## src/rtl/exe_branch_resolve_pkg.sv

```systemverilog
// ============================================================================
// Module   : exe_branch_resolve_pkg
// Purpose  : Shared FSM encodings, branch type codes and the predictor
//            update record used by the EXE-stage branch resolver.
// Revision : 1.0
// ============================================================================
`timescale 1ns/1ps
`default_nettype none

package exe_branch_resolve_pkg;

    localparam logic [1:0] ST_IDLE     = 2'd0;
    localparam logic [1:0] ST_WAIT_DS  = 2'd1;
    localparam logic [1:0] ST_REDIRECT = 2'd2;

    localparam logic [1:0] BR_TYPE_COND = 2'd0;
    localparam logic [1:0] BR_TYPE_JUMP = 2'd1;
    localparam logic [1:0] BR_TYPE_CALL = 2'd2;
    localparam logic [1:0] BR_TYPE_RET  = 2'd3;

    localparam int UPD_REC_W = 68;

    typedef struct packed {
        logic [31:0] pc;
        logic [31:0] target;
        logic        taken;
        logic [1:0]  btype;
        logic        alloc;
    } upd_rec_t;

    // Fall-through address skips the delay slot; wraps modulo 2^32.
    function automatic logic [31:0] pc_plus8(input logic [31:0] pc);
        return pc + 32'd8;
    endfunction

endpackage

`default_nettype wire

```

## src/rtl/exe_branch_resolve_bp_upd_fifo.sv

```systemverilog
// ============================================================================
// Module   : bp_upd_fifo
// Purpose  : Synchronous FIFO for predictor training records with a
//            valid/ready read side and a drop-on-full indication.
// Revision : 1.0
// ============================================================================
`timescale 1ns/1ps
`default_nettype none

module bp_upd_fifo
    import exe_branch_resolve_pkg::*;
#(
    parameter int DEPTH = 2,
    parameter int W     = UPD_REC_W
) (
    input  logic         clk,
    input  logic         reset,
    input  logic         push,
    input  logic [W-1:0] push_data,
    output logic         out_valid,
    input  logic         out_ready,
    output logic [W-1:0] out_data,
    output logic         drop
);

    localparam int AW = $clog2(DEPTH);

    logic [W-1:0]  mem_q [DEPTH];
    logic [W-1:0]  mem_d [DEPTH];
    logic [AW-1:0] wr_ptr_q, wr_ptr_d;
    logic [AW-1:0] rd_ptr_q, rd_ptr_d;
    logic [AW:0]   count_q, count_d;
    logic          full;
    logic          pop;
    logic          push_ok;

    always_comb begin
        out_valid = (count_q != '0);
        out_data  = mem_q[rd_ptr_q];
        full      = (count_q == (AW+1)'(DEPTH));
        pop       = out_valid & out_ready;
        // A pop in the same cycle frees a slot, so a full FIFO still accepts.
        push_ok   = push & (~full | pop);
        drop      = push & full & ~pop;

        mem_d    = mem_q;
        wr_ptr_d = wr_ptr_q;
        rd_ptr_d = rd_ptr_q;
        if (push_ok) begin
            mem_d[wr_ptr_q] = push_data;
            wr_ptr_d        = wr_ptr_q + 1'b1;
        end
        if (pop) begin
            rd_ptr_d = rd_ptr_q + 1'b1;
        end
        count_d = count_q + (AW+1)'(push_ok) - (AW+1)'(pop);
    end

    always_ff @(posedge clk or posedge reset) begin
        if (reset) begin
            for (int i = 0; i < DEPTH; i++) begin
                mem_q[i] <= '0;
            end
            wr_ptr_q <= '0;
            rd_ptr_q <= '0;
            count_q  <= '0;
        end else begin
            mem_q    <= mem_d;
            wr_ptr_q <= wr_ptr_d;
            rd_ptr_q <= rd_ptr_d;
            count_q  <= count_d;
        end
    end

endmodule

`default_nettype wire

```

## src/rtl/exe_branch_resolve.sv

```systemverilog
// ============================================================================
// Module   : exe_branch_resolve
// Purpose  : EXE-stage branch resolution: redirect/flush on mispredict with
//            delay-slot handling, predictor training queue, perf counters.
// Revision : 1.0
// ============================================================================
`timescale 1ns/1ps
`default_nettype none

module exe_branch_resolve
    import exe_branch_resolve_pkg::*;
#(
    parameter int UPD_DEPTH = 2,
    parameter int CNT_W     = 32
) (
    input  logic             clk,
    input  logic             reset,
    input  logic             flush,
    input  logic             EXE_wr,
    input  logic             exe_valid,
    input  logic             EXE_is_branch,
    input  logic             EXE_is_branch_likely,
    input  logic             EXE_is_jr,
    input  logic [1:0]       EXE_branch_type,
    input  logic             EXE_branch_hit,
    input  logic [31:0]      EXE_branch_next_pc,
    input  logic             EXE_predict_pc_dir,
    input  logic [31:0]      EXE_predict_pc,
    input  logic             EXE_hit,
    input  logic [31:0]      EXE_pc,
    input  logic [31:0]      EXE_btb_branch_pc,
    input  logic             ID_valid,
    output logic             redirect_valid,
    output logic [31:0]      redirect_pc,
    output logic             flush_front,
    output logic             flush_ds,
    output logic             upd_valid,
    input  logic             upd_ready,
    output logic [31:0]      upd_pc,
    output logic [31:0]      upd_target,
    output logic             upd_taken,
    output logic [1:0]       upd_type,
    output logic             upd_alloc,
    output logic [CNT_W-1:0] cnt_branch,
    output logic [CNT_W-1:0] cnt_mispredict,
    output logic [CNT_W-1:0] cnt_upd_drop
);

    logic [1:0]       state_q, state_d;
    logic [31:0]      redirect_pc_q, redirect_pc_d;
    logic             likely_nt_q, likely_nt_d;
    logic [CNT_W-1:0] cnt_branch_q, cnt_branch_d;
    logic [CNT_W-1:0] cnt_mispredict_q, cnt_mispredict_d;
    logic [CNT_W-1:0] cnt_upd_drop_q, cnt_upd_drop_d;

    logic             resolve;
    logic             mispredict;
    logic             tgt_check;
    logic [31:0]      correct_pc;
    logic             alloc;
    logic             upd_drop;
    logic             in_redirect;
    upd_rec_t         push_rec;
    upd_rec_t         head_rec;

    always_comb begin
        resolve    = exe_valid & EXE_is_branch & EXE_wr;
        correct_pc = EXE_branch_hit ? EXE_branch_next_pc : pc_plus8(EXE_pc);
        // A taken jr never has a trusted target, so its target is always compared.
        tgt_check  = EXE_branch_hit & (EXE_predict_pc_dir | EXE_is_jr);
        mispredict = (EXE_predict_pc_dir != EXE_branch_hit)
                   | (tgt_check & (EXE_predict_pc != EXE_branch_next_pc));
        alloc      = ~EXE_hit | (EXE_btb_branch_pc != EXE_pc);

        push_rec.pc     = EXE_pc;
        push_rec.target = correct_pc;
        push_rec.taken  = EXE_branch_hit;
        push_rec.btype  = EXE_branch_type;
        push_rec.alloc  = alloc;
    end

    // Next-state logic; flush overrides every state.
    always_comb begin
        state_d       = state_q;
        redirect_pc_d = redirect_pc_q;
        likely_nt_d   = likely_nt_q;
        if (flush) begin
            state_d = ST_IDLE;
        end else begin
            case (state_q)
                ST_IDLE: begin
                    if (resolve & mispredict) begin
                        state_d       = ID_valid ? ST_REDIRECT : ST_WAIT_DS;
                        redirect_pc_d = correct_pc;
                        likely_nt_d   = EXE_is_branch_likely & ~EXE_branch_hit;
                    end
                end
                ST_WAIT_DS: begin
                    if (ID_valid) begin
                        state_d = ST_REDIRECT;
                    end
                end
                ST_REDIRECT: state_d = ST_IDLE;
                default:     state_d = ST_IDLE;
            endcase
        end
    end

    always_comb begin
        in_redirect    = (state_q == ST_REDIRECT) & ~flush;
        redirect_valid = in_redirect;
        flush_front    = in_redirect;
        flush_ds       = in_redirect & likely_nt_q;
        redirect_pc    = redirect_pc_q;
    end

    always_comb begin
        cnt_branch_d     = cnt_branch_q + {{(CNT_W-1){1'b0}}, resolve};
        cnt_mispredict_d = cnt_mispredict_q + {{(CNT_W-1){1'b0}}, resolve & mispredict};
        cnt_upd_drop_d   = cnt_upd_drop_q + {{(CNT_W-1){1'b0}}, upd_drop};
    end

    always_ff @(posedge clk or posedge reset) begin
        if (reset) begin
            state_q          <= ST_IDLE;
            redirect_pc_q    <= '0;
            likely_nt_q      <= 1'b0;
            cnt_branch_q     <= '0;
            cnt_mispredict_q <= '0;
            cnt_upd_drop_q   <= '0;
        end else begin
            state_q          <= state_d;
            redirect_pc_q    <= redirect_pc_d;
            likely_nt_q      <= likely_nt_d;
            cnt_branch_q     <= cnt_branch_d;
            cnt_mispredict_q <= cnt_mispredict_d;
            cnt_upd_drop_q   <= cnt_upd_drop_d;
        end
    end

    bp_upd_fifo #(
        .DEPTH (UPD_DEPTH),
        .W     (UPD_REC_W)
    ) u_upd_fifo (
        .clk       (clk),
        .reset     (reset),
        .push      (resolve),
        .push_data (push_rec),
        .out_valid (upd_valid),
        .out_ready (upd_ready),
        .out_data  (head_rec),
        .drop      (upd_drop)
    );

    always_comb begin
        upd_pc         = head_rec.pc;
        upd_target     = head_rec.target;
        upd_taken      = head_rec.taken;
        upd_type       = head_rec.btype;
        upd_alloc      = head_rec.alloc;
        cnt_branch     = cnt_branch_q;
        cnt_mispredict = cnt_mispredict_q;
        cnt_upd_drop   = cnt_upd_drop_q;
    end

endmodule

`default_nettype wire

```

## config.mk

```make
export PLATFORM = sky130hd
export DESIGN_NAME = exe_branch_resolve
export DESIGN_NICKNAME = d
export VERILOG_FILES = /design/src/rtl/exe_branch_resolve_pkg.sv /design/src/rtl/exe_branch_resolve_bp_upd_fifo.sv /design/src/rtl/exe_branch_resolve.sv
export SDC_FILE = /design/constraint.sdc
export NUM_CORES = 1
export LEC_CHECK = 0
export ABC_AREA = 0
export CAP_MARGIN = 25
export CORE_AREA = 8 8 180 182
export CTS_CLUSTER_DIAMETER = 60
export DETAILED_ROUTE_END_ITERATION = 8
export DIE_AREA = 0 0 188 190
export PLACE_DENSITY = 0.79
export SLEW_MARGIN = 20
export SYNTH_ARGS = -nofsm -noshare
export SYNTH_HDL_FRONTEND = slang
export SYNTH_SLANG_ARGS = --single-unit
export TNS_END_PERCENT = 10
```

## constraint.sdc

```tcl
create_clock -name clk -period 23.7 [get_ports clk]
set_input_delay 4.74 -clock clk [delete_from_list [all_inputs] [get_ports clk]]
set_output_delay 4.74 -clock clk [all_outputs]
set_load 0.005 [all_outputs]
```

Word level (Yosys, flattened, before mapping)

Index checks and enable logic that the tools add are counted.

Bitwise logic cells: 23
Reduce and logical (&&, ||, !) cells: 5
Mux-type cells: 12
Equality and inequality tests: 8
Add/sub/neg operators: 8
Magnitude comparators: 3

Operators with widths:

| cell                    | number |
|---|---|
| $mux W68                | 4 |
| $bwmux W136             | 1 |
| $add A32 B1 Y32         | 3 |
| $demux W68 S1           | 1 |
| $ne A32 B32 Y1          | 2 |
| $add A32 B4 Y32 const B | 1 |
| $mux W32                | 1 |
| $and A1 B1 Y1           | 12 |
| $mux W2                 | 4 |
| $ne A3 B3 Y1 const B    | 2 |
| $not A1 Y1              | 5 |
| $eq A2 B2 Y1 const B    | 2 |
| $ge A2 B2 Y1 const B    | 2 |
| $not A1 Y2              | 2 |
| $or A1 B1 Y1            | 4 |
| $pmux W2 S2             | 1 |
| $reduce_and A3 Y1       | 1 |
| $add A1 B1 Y1 const B   | 2 |
| $add A2 B1 Y2           | 1 |
| $eq A2 B1 Y1 const B    | 1 |
| $logic_not A2 Y1        | 1 |
| $lt A2 B1 Y1 const B    | 1 |
| $reduce_and A2 Y1       | 1 |
| $reduce_bool A2 Y1      | 1 |
| 3 further kinds         | 3 |

Bits in registers: 271
Logic and storage cells: 70

Logic depth before layout (Yosys ltp)

Depth after elaboration: 8
Mapped depth: 12

Cells and area by module

Synthesis repeated with hierarchy kept, for this count alone.

Cell total of the unflattened synthesis: 1054
Area total of the unflattened synthesis: 13223.9 um2

Modules (own cells, without submodules):

| module             | area each (um2) | cells each | times used |
|---|---|---|---|
| exe_branch_resolve | 7090.6          | 671        | 1 |
| bp_upd_fifo        | 6133.4          | 383        | 1 |

Least setup slack after synthesis

Ideal clock, no wire load.

Path kind: input port to output port
Start: input flush
End: output flush_ds
Stages on the path: 2
Setup slack: 13725 ps
Arrival: 5235 ps
Data required time: 18960 ps
Path buffers: 0
Path through: nor3b_1 and2_1

Cells in the longest elaborated chain, start to end: 3

Ends and longest elaborated chain:

| what                        | RTL line                  | RTL |
|---|---|---|
| start, declared             | exe_branch_resolve.sv:18  | `input logic flush,` |
| $not A1 Y1 (no source line) | n/a                       |  |
| $and A1 B1 Y1               | exe_branch_resolve.sv:110 | `in_redirect = (state_q == ST_REDIRECT) & ~flush;` |
| $and A1 B1 Y1               | exe_branch_resolve.sv:113 | `flush_ds = in_redirect & likely_nt_q;` |
| end, declared               | exe_branch_resolve.sv:36  | `output logic flush_ds,` |

Every way passes these cells.

Worst setup path after layout

Same ends and word-level chain as after synthesis.

==> results.cfg <==
[floorplan]
dieArea_um2 = 35700
ios = 343
initial_core_util_pct = 44.6
rows = 63
die_w_um = 188
coreArea_um2 = 29400
die_h_um = 190

[detailed_routing]
vias_per_cell = 5.27
antenna_left = 0
wl_um = 40500
routedWlPerCell_um = 21.1
vias = 10094
drcViolationCount = 0
drt_iter0_drc = 557
firstDrtPassIters = 5

[sta]
clock_skew_ps = 8.28
worstMarginPinSlew_ps = 1070
finalHoldViolations = 0
min_period_ps = 11050
max_slew_margin_pct = 28.9
fmax_mhz = 90.5
rsz0062_at_grt = false
holdWs_ps = 467
finalCritPeriodShare_pct = 46.6
setup_viol = 0
fin_ws_ps = 12650
finalSetupTns_ps = 0
slew_violations = 0

[clock_tree]
cts_root_buffer = clkbuf_16
htree_levels = 1
cts_buffers = 29
clockBufferDepth = 3
clkTransAtPathRegs_ps = 60
cts_tree = done
post_cts_buffers = 0
clk_latency_ps = 540
holdBufCountCts = 0
ctsResizeCount = 0
cts.sinks = 271

[synthesis]
yosysSeqAreaShare_pct = 51.7
syn-num-nets = 1332
ys_async_sr_fraction_pct = 100
synth_edf_count = 0
synth_warnings = 0
synth_area_um2 = 13100
ys_top_cells_by_area = dfrtp_1, mux2_2, xnor2_1
synth_top_area_share_pct = 51.7
synthFlopType = dfrtp_1
yosysTopAreaCell = dfrtp_1
synthTopCellsByCount = dfrtp_1, nand2_1, mux2_2
synthCells = 1179
synthDistinctLibCells = 40
syn_area_per_cell_um2 = 11.1
yosysMostFrequentCell = dfrtp_1
ys_ff_latch = 271

[placed_design]
hpwl_um = 30000
pre_cts_slack_ps = 12670
io_buffers = 341
gp_congestion = 0.866

[final_layout]
area_growth_pct = 36.4
drive_gt1_share_pct = 14.8
fin_nets = 1657
final_util_pct = 60.9

[setup_path]
critPathMaxStageDelay_ps = 490
crit_family = buffers and inverters
critical_path_class = in -> out
path_max_fanout = 3
critPathCaptureType = output port
crit_top_cell = clkdlybuf4s50_1
slowest_stage = clkdlybuf4s50_1
timing.rr.start = u_upd_fifo.count_q[0]$_DFF_PP0_
path_cells = clkdlybuf4s50_1, nor3b_1, and2_1, clkdlybuf4s50_1
cp_num_buf_inv = 2
critPathLaunch = flush
cp_data_required_time_ps = 18960
cp-start-kind = input pin
critPathArrivalTime_ps = 6310

[power_and_ir_drop]
p_sw_uw = 512
switching_share_pct = 29.0
p_comb_share_pct = 34.1
powerDensity_nw_per_um2 = 98.7
seqPwrFrac_pct = 40.1
p_int_uw = 1250
ir_drop_mv = 0.0578
p_leak_uw = 0.00776
clock_power_share_pct = 25.9

[global_route]
grt_pass1_wl_um = 61400
grt_max_degree = 127
antenna_found_initial = 5
grt_pass1_vias = 10618
gr-total-overflow = 0
grtUsageTotal_pct = 21.9

[hold_path]
hold_class = reg -> reg
hp-start = cnt_upd_drop[31]$_DFF_PP0_

[status]
status = finished, final reports clean

[flow_run]
maxCapViolations = 0
cells in the final DEF, fill, tap and decap left out, types with 5 or more instances in the layout:
master,count
clkdlybuf4s50_1,340
dfrtp_1,270
nand2_1,197
mux2_2,141
xnor2_1,128
xor2_1,55
o21ai_0,49
nand4_1,47
nand3_1,45
nor2_1,34
clkbuf_16,29
mux2i_1,22
inv_1,21
and3_1,20
mux2_4,17
and2_1,11
ha_1,10
nor3_1,9
nor4_1,8
and4_1,8
buf_4,7
clkbuf_8,6
clkbuf_1,5
layout make-up:
cell class	instances	area [um^2]
fillers	2331	11500
inverters	22	90.1
clock inverters	10	136
clock buffers	40	827
diodes	3	7.51
well taps	390	488
multi-input cells	829	6020
repair buffers	351	3540
flip-flops and latches	271	6790
power by group through the flow:
stage                     logic, uW  clock network (uW)  registers, uW
after floorplan                 290                   0            666
after global placement          591                   0            703
after detailed placement        602                   0            712
after global routing            648                 487            725
final                           602                 457            707
after CTS                       608                 466            707
state kept, by name, summed over array words and instances (netlist names):
signal               count
likely_nt_q              1
cnt_upd_drop            32
u_upd_fifo.mem_q       136
u_upd_fifo.rd_ptr_q      1
state_q                  2
cnt_branch              32
u_upd_fifo.wr_ptr_q      1
u_upd_fifo.count_q       2
redirect_pc             32
cnt_mispredict          32
metal layers:
metal  global-route usage (%)  routed length (um)  up-vias
li1                         -                   -     4664
met1                     26.5               16400     4956
met2                     36.2               19200      401
met3                     7.32                3520       69
met4                     7.76                1330        4
met5                        0                  27        -
final timing paths:
kind | endpoint | slack [ps] | cells after the start
max | flush_ds | 12650 | 4
min | cnt_upd_drop[31]$_DFF_PP0_ | 470 | 1
max reg2reg | cnt_upd_drop[26]$_DFF_PP0_ | 21060 | 9
min reg2reg | cnt_upd_drop[31]$_DFF_PP0_ | 470 | 1
max in group asynchronous | u_upd_fifo.rd_ptr_q$_DFFE_PP0P_ | 17620 | 4
min in group asynchronous | cnt_branch[29]$_DFF_PP0_ | 4800 | 2
per-stage QoR:
| stage | instances | power (uW) | area (um^2) |
|---|---|---|---|
| CTS | 1910 | 1780 | 17800 |
| global route | 1915 | 1860 | 17900 |
| finish | 1916 | 1770 | 17900 |
| detailed placement | 1860 | 1310 | 16800 |
| floorplan | 1179 | 956 | 13100 |
| global placement | 1860 | 1290 | 16800 |
kinds of logic after synthesis:
logic type,count (synthesis),synth area share [%]
DFF,271,51.7
AOI/OAI and AO/OA,58,2.32
muxes,180,15.7
and+or+nand+nor,398,14.6
xor gates and xnor gates,183,12.2
adders and majority gates,10,0.954
buffers and inverters,79,2.50
Power figures use the tool's default switching activity.
